===== src/rtl/simple_counter.sv =====
// Free-running up-counter with synchronous active-high clear.
// Define SIMPLE_COUNTER_SAT_EN to hold at MAX_COUNT instead of wrapping.
module simple_counter #(
  parameter int unsigned      WIDTH     = 4,
  parameter longint unsigned  MAX_COUNT = (64'd1 << WIDTH) - 64'd1
) (
  input  logic             clk,
  input  logic             reset,
  output logic [WIDTH-1:0] count
);

  localparam longint unsigned LIMIT = (64'd1 << WIDTH) - 64'd1;

  generate
    if (WIDTH < 1 || WIDTH > 32) begin : g_bad_width
      $error("simple_counter: WIDTH %0d outside 1..32", WIDTH);
    end
    if (MAX_COUNT < 1 || MAX_COUNT > LIMIT) begin : g_bad_max
      $error("simple_counter: MAX_COUNT %0d out of range", MAX_COUNT);
    end
  endgenerate

  localparam logic [WIDTH-1:0] TERM = MAX_COUNT[WIDTH-1:0];

  logic [WIDTH-1:0] count_q;
  logic             at_term;

  assign at_term = (count_q == TERM);

  always_ff @(posedge clk) begin
    if (reset) begin
      count_q <= '0;
    end else if (at_term) begin
`ifdef SIMPLE_COUNTER_SAT_EN
      count_q <= TERM;
`else
      count_q <= '0;
`endif
    end else begin
      count_q <= count_q + WIDTH'(1);
    end
  end

  assign count = count_q;

endmodule


===== config.mk =====
export PLATFORM = sky130hd
export DESIGN_NAME = simple_counter
export DESIGN_NICKNAME = d
export VERILOG_FILES = /design/src/rtl/simple_counter.sv
export SDC_FILE = /design/constraint.sdc
export NUM_CORES = 1
export LEC_CHECK = 0
export CAP_MARGIN = 20
export CELL_PAD_IN_SITES_DETAIL_PLACEMENT = 0
export CELL_PAD_IN_SITES_GLOBAL_PLACEMENT = 1
export CORE_AREA = 2 2 39 41
export CTS_BUF_LIST = sky130_fd_sc_hd__clkbuf_4 sky130_fd_sc_hd__clkbuf_8
export CTS_CLUSTER_DIAMETER = 30
export DETAILED_ROUTE_END_ITERATION = 6
export DIE_AREA = 0 0 41 43
export PLACE_DENSITY = 0.41
export SYNTH_ARGS = -nofsm -noshare
export SYNTH_HDL_FRONTEND = slang
export SYNTH_SLANG_ARGS = --single-unit
export TNS_END_PERCENT = 30

===== constraint.sdc =====
create_clock -name clk -period 2 [get_ports clk]
set_input_delay 0.5 -clock clk [delete_from_list [all_inputs] [get_ports clk]]
set_output_delay 0.5 -clock clk [all_outputs]
set_load 0.1 [all_outputs]

==> results.cfg, run 1 <==
[cells_and_area]
layout_overhead_on_the_synthesized_area_pct = 79.7
layout-drive-gt1-share_pct = 43.5
largest_register_ff_count = 4
num-nets-final = 28
antenna_cells = 0

[timing]
rsz0062_at_grt = no
slew_violations = 0
worst-slew-pin-transition_ns = 0.262
max_transition_margin_pct = 82.5
max_freq_mhz = 709
min_period_over_period_pct = 70.5
finalCriticalPeriod_ns = 1.41
setup_viol_count_final = 0
skew_ns = 0.00589
timing.setup.tns_ns = 0
report.final.hold_viol_count = 0

[cts]
cts-resized-gates = 0
cts_tree = yes
numClockSinks = 4
max-clock-path-buffers = 2
cts_made_buffers = 3
cts_hold_buf = 0
clockRootBuffer = clkbuf_4
clk_pin_slew_worst_paths_ns = 0.04
cts.htree.levels = 1
insertion_delay_to_the_later_sink_of_the_worst_skew_pair_ns = 0.23
post_cts.repair.setup_buffers = 0

[power_and_ir_drop]
p_total_uw = 266
vdd_ir_drop_max_mv = 0.232
p_leak_uw = 0.000111
power.density_nw_per_um2 = 889

[floorplan]
row_count = 14
start_util_pct = 12.0
overall_die_height_um = 43
dieWidth_um = 41
die_area_sq_um = 1760
core_area_sq_um = 1380
num_io_pins = 6

[setup_path]
crit_family = flip-flops
buf_inv_stages_crit_path = 1
crit_chain = buf_12
cp-end-kind = output pin
startpoint_type = flop
critical_path_start_end_classification = reg2out
critPathMaxFanout = 5
critical-path-slowest-cell = dfxtp_1
worst_r2r_startpoint = count[0]
crit_start = count[0]
worst_ep_arrival_time_ns = 0.91
crit_required_ns = 1.50
timing.critical_path.slowest_cell_delay_ns = 0.46

[global_route]
grt.total_usage_pct = 5.52
grt_max_degree = 6
grt_first_pass_wirelength_um = 531
number_of_global_route_vias_before_repair = 145
antenna_found_initial = 0
grt_overflow = 0

[routing]
antenna_violating_nets_left = 0
via_density_per_instance = 3.44
via_count = 134
routed_wirelength_um = 322
drt_iter0_markers = 1
routed_length_per_placed_instance_um = 8.26
number_of_iterations_in_the_first_detailed_routing_pass = 2
route.detailed.drc = 0

[job]
maxCapViolCount = 0

[outcome]
result_of_the_run = completed

[synthesis]
synth_top_flop_cell = dfxtp_1
synth.net_count = 18
yosys.cell_count.top_type = dfxtp_1
synthCells = 15
cell_area_synth_sq_um = 166
synth_largest_type_area_fraction_pct = 48.1
ys_seq_area_share_pct = 48.1
synth.yosys.warnings = 0
synth_common_cells = dfxtp_1, a21oi_1
edff_count_synth = 0
postSynthAreaPerCell_sq_um = 11.1
synthTopCellsByArea = dfxtp_1, ha_1, nor3b_2
synth_cell_types = 11
synth-seq-cells = 4
post-synth-top-area-cell = dfxtp_1
synthArstFlopShare_pct = 0

[placed_design]
gpl.final_weighted_congestion = 0.595
port_buffers = 5
dp_hpwl_um = 260

[min_path]
worst_hold_startpoint = count[3]
hp-class = reg2reg
-- worst register-to-register path, delay by kind of cell (launching register included) --
kind	cells	cell delay, ns
compound gates	3	0.29
flops	1	0.46
fa+ha+maj	1	0.26
-- path summary, 6_finish.rpt --
kind	cells after the start	endpoint	slack [ns]
max	1	count[0]	0.59
min reg2reg	2	count[3]	0.55
max reg2reg	4	count[3]	0.87
min	2	count[3]	0.55
-- final cells by class --
cell class                 count  area [sq um]
timing repair buffer           5          90.1
inverter                       1          3.75
clock buffer                   3          22.5
sequential                     4          80.1
multi-input combinational     10          82.6
tap                           16          20.0
fill                         150          1080
-- cell usage in the layout (no fill, tap or decap) --
| cell | count |
|---|---|
| a21oi_1 | 2 |
| and3_4 | 1 |
| buf_12 | 4 |
| clkbuf_4 | 3 |
| clkdlybuf4s50_1 | 1 |
| dfxtp_1 | 4 |
| ha_1 | 1 |
| inv_1 | 1 |
| nand4b_1 | 1 |
| nor2_1 | 1 |
| nor3_2 | 1 |
| nor3b_2 | 1 |
| o21ai_0 | 1 |
| xnor2_1 | 1 |
-- cell families (layout without fill, tap and decap cells) --
group / count (synthesis) / after routing / synth area share [%]
AND/OR/NAND/NOR: 5 / 5 / 27.8
flip-flops: 4 / 4 / 48.1
AO/OA/AOI/OAI: 3 / 3 / 9.02
adder cells (fa/ha/maj): 1 / 1 / 7.52
XOR/XNOR: 1 / 1 / 5.26
buffers and inverters: 1 / 9 / 2.25
-- power breakdown --
part	leakage [uW]	switching (uW)	internal [uW]	total, uW
Clock	0.0000138	33.3	67.2	100
Combinational	0.0000639	44.0	27.1	71.1
Sequential	0.0000329	9.01	85.4	94.4
Total	0.000111	86.3	180	266
-- stage by stage --
step | setup slack, ns | cell area [sq um] | instances | utilization, % | hold slack [ns]
2_1_floorplan | 0.257 | 166 | 15 | - | 0.569
3_3_place_gp | 0.756 | 277 | 36 | 20.0 | 0.571
3_5_place_dp | 0.759 | 277 | 36 | 20.0 | 0.559
4_1_cts | 0.587 | 299 | 39 | 21.6 | 0.561
5_1_grt | 0.564 | 299 | 39 | 21.6 | 0.597
6_report | 0.590 | 299 | 39 | 21.6 | 0.547
-- metal layers --
| layer | vias up | part of all wire [%] | track usage, % | wire length, um |
|---|---|---|---|---|
| met5 | - | 0 | 0 | 0 |
| met4 | 0 | 0 | 10.0 | 0 |
| met3 | 0 | 2.2 | 3.14 | 7 |
| met2 | 2 | 57 | 6.25 | 185 |
| met1 | 61 | 40 | 4.49 | 128 |
| li1 | 71 | - | - | - |
No activity file was read; power rests on OpenSTA's default activity.
==> run 2: changes to the inputs <==
Settings changed: PLACE_DENSITY 0.41 to 0.42.
Clock period 2 ns to 1.25 ns, I/O delays scaled along.
==> run 2 against run 1 <==
Worst setup slack got worse by 0.46 ns. Via count increased by 7.5%. Register-to-register slack got worse by 0.63 ns. Sequential share of layout area increased by 1.7 points. Largest cell class is now flip-flops and latches. Largest power group unchanged.
==> results.cfg, run 2 (synthesis results as in run 1) <==
[routing]
met1Wirelength_um = 117
via_density_per_instance = 3.60
routed_wirelength_um = 318
wl_met3_um = 6
highest_layer = met4
routed_length_per_placed_instance_um = 7.95
drt_iter0_markers = 0
via_count = 144
antenna_violating_nets_left = 0
route.detailed.drc = 0
number_of_iterations_in_the_first_detailed_routing_pass = 1
met2WireLength_um = 174

[global_route]
number_of_global_route_vias_before_repair = 157
antenna_found_initial = 0
grt_overflow = 0
grt.total_usage_pct = 5.63
grt_max_degree = 6
grt_first_pass_wirelength_um = 558

[setup_path]
crit_required_ns = 0.94
buf_inv_stages_crit_path = 1
startpoint_type = flop
cp-end-kind = output pin
timing.critical_path.slowest_cell_delay_ns = 0.38
critical-path-slowest-cell = dfxtp_2
critPathMaxFanout = 5
crit_chain = buf_12
crit_family = flip-flops
critical_path_start_end_classification = reg2out
worst_ep_arrival_time_ns = 0.81

[power_and_ir_drop]
p_leak_uw = 0.000117
vdd_ir_drop_max_mv = 0.301
power.density_nw_per_um2 = 1490

[job]
maxCapViolCount = 0

[timing]
rsz0062_at_grt = no
skew_ns = 0.00606
worst-slew-pin-transition_ns = 0.190
setup_viol_count_final = 0
slew_violations = 0
timing.setup.tns_ns = 0
max_transition_margin_pct = 87.3
min_period_over_period_pct = 89.7
max_freq_mhz = 892
report.final.hold_viol_count = 0
finalCriticalPeriod_ns = 1.12

[floorplan]
start_util_pct = 12.0
overall_die_height_um = 43
core_area_sq_um = 1380
row_count = 14
dieWidth_um = 41
num_io_pins = 6
die_area_sq_um = 1760

[cells_and_area]
num-nets-final = 28
layout.area.seq_sq_um = 90.1
antenna_cells = 0
layout_overhead_on_the_synthesized_area_pct = 90.2
n_fill_cell = 159
final_area_sq_um = 317
multiInputGateArea_sq_um = 82.6
largest_register_ff_count = 4
layout.cells.most_common_list = clkbuf_4, buf_12, a21oi_1, dfxtp_4, dfxtp_2
layout-drive-gt1-share_pct = 62.5

[cts]
cts_hold_buf = 0
cts_tree = yes
insertion_delay_to_the_later_sink_of_the_worst_skew_pair_ns = 0.24
post_cts.repair.setup_buffers = 0
clk_pin_slew_worst_paths_ns = 0.04
clockRootBuffer = clkbuf_4
cts-resized-gates = 0
cts_made_buffers = 3
cts.htree.levels = 1
numClockSinks = 4
max-clock-path-buffers = 2

[placed_design]
port_buffers = 5
detailed_place.area_sq_um = 287
gpl.final_weighted_congestion = 0.620

[outcome]
result_of_the_run = completed

[min_path]
hp-class = reg2reg
==> run 2: cell count changes in the layout (fill, tap and decap cells not counted), sizes merged <==
cell	delta
clkbuf	+1
==> run 2: per-layer routing <==
| metal | GRT usage (%) | up-vias |
|---|---|---|
| met4 | 10.0 | 0 |
| met2 | 6.88 | 3 |
| met3 | 3.14 | 2 |
| met1 | 4.19 | 66 |
| li1 | - | 73 |
| met5 | 0 | - |
==> run 2: path summary, 6_finish.rpt <==
check                 from       end  slack (ns)  cells past startpoint
hold reg to reg   count[0]  count[0]        0.46                      1
setup / recovery  count[2]  count[2]        0.13                      1
setup reg to reg  count[0]  count[3]        0.24                      4
hold / removal    count[0]  count[0]        0.46                      1
==> run 2: report_power, final <==
| group | total, uW | internal [uW] | switching [uW] |
|---|---|---|---|
| Combinational | 115 | 44.5 | 70.8 |
| Clock | 204 | 142 | 62.4 |
| Sequential | 152 | 137 | 14.2 |
| Total | 471 | 324 | 147 |
==> run 2: area by class of cell <==
cell class | instances | share of cell area [%]
repair buffers | 5 | 28.5
well taps | 16 | 6.32
inverters | 1 | 1.19
flip-flops and latches | 4 | 28.5
multi-input cells | 10 | 26.1
clock buffers | 4 | 9.49
==> run 2: metrics by stage <==
stage / hold WS (ns) / instances / power (uW) / setup WS, ns / util (%)
final: 0.463 / 40 / 471 / 0.129 / 22.9
after global routing: 0.474 / 40 / 494 / 0.104 / 22.9
after CTS: 0.465 / 40 / 481 / 0.119 / 22.9
after detailed placement: 0.458 / 36 / 270 / 0.165 / 20.7
after global placement: 0.457 / 36 / 269 / 0.181 / 20.7
after floorplan: 0.373 / 15 / 223 / 0.0878 / -
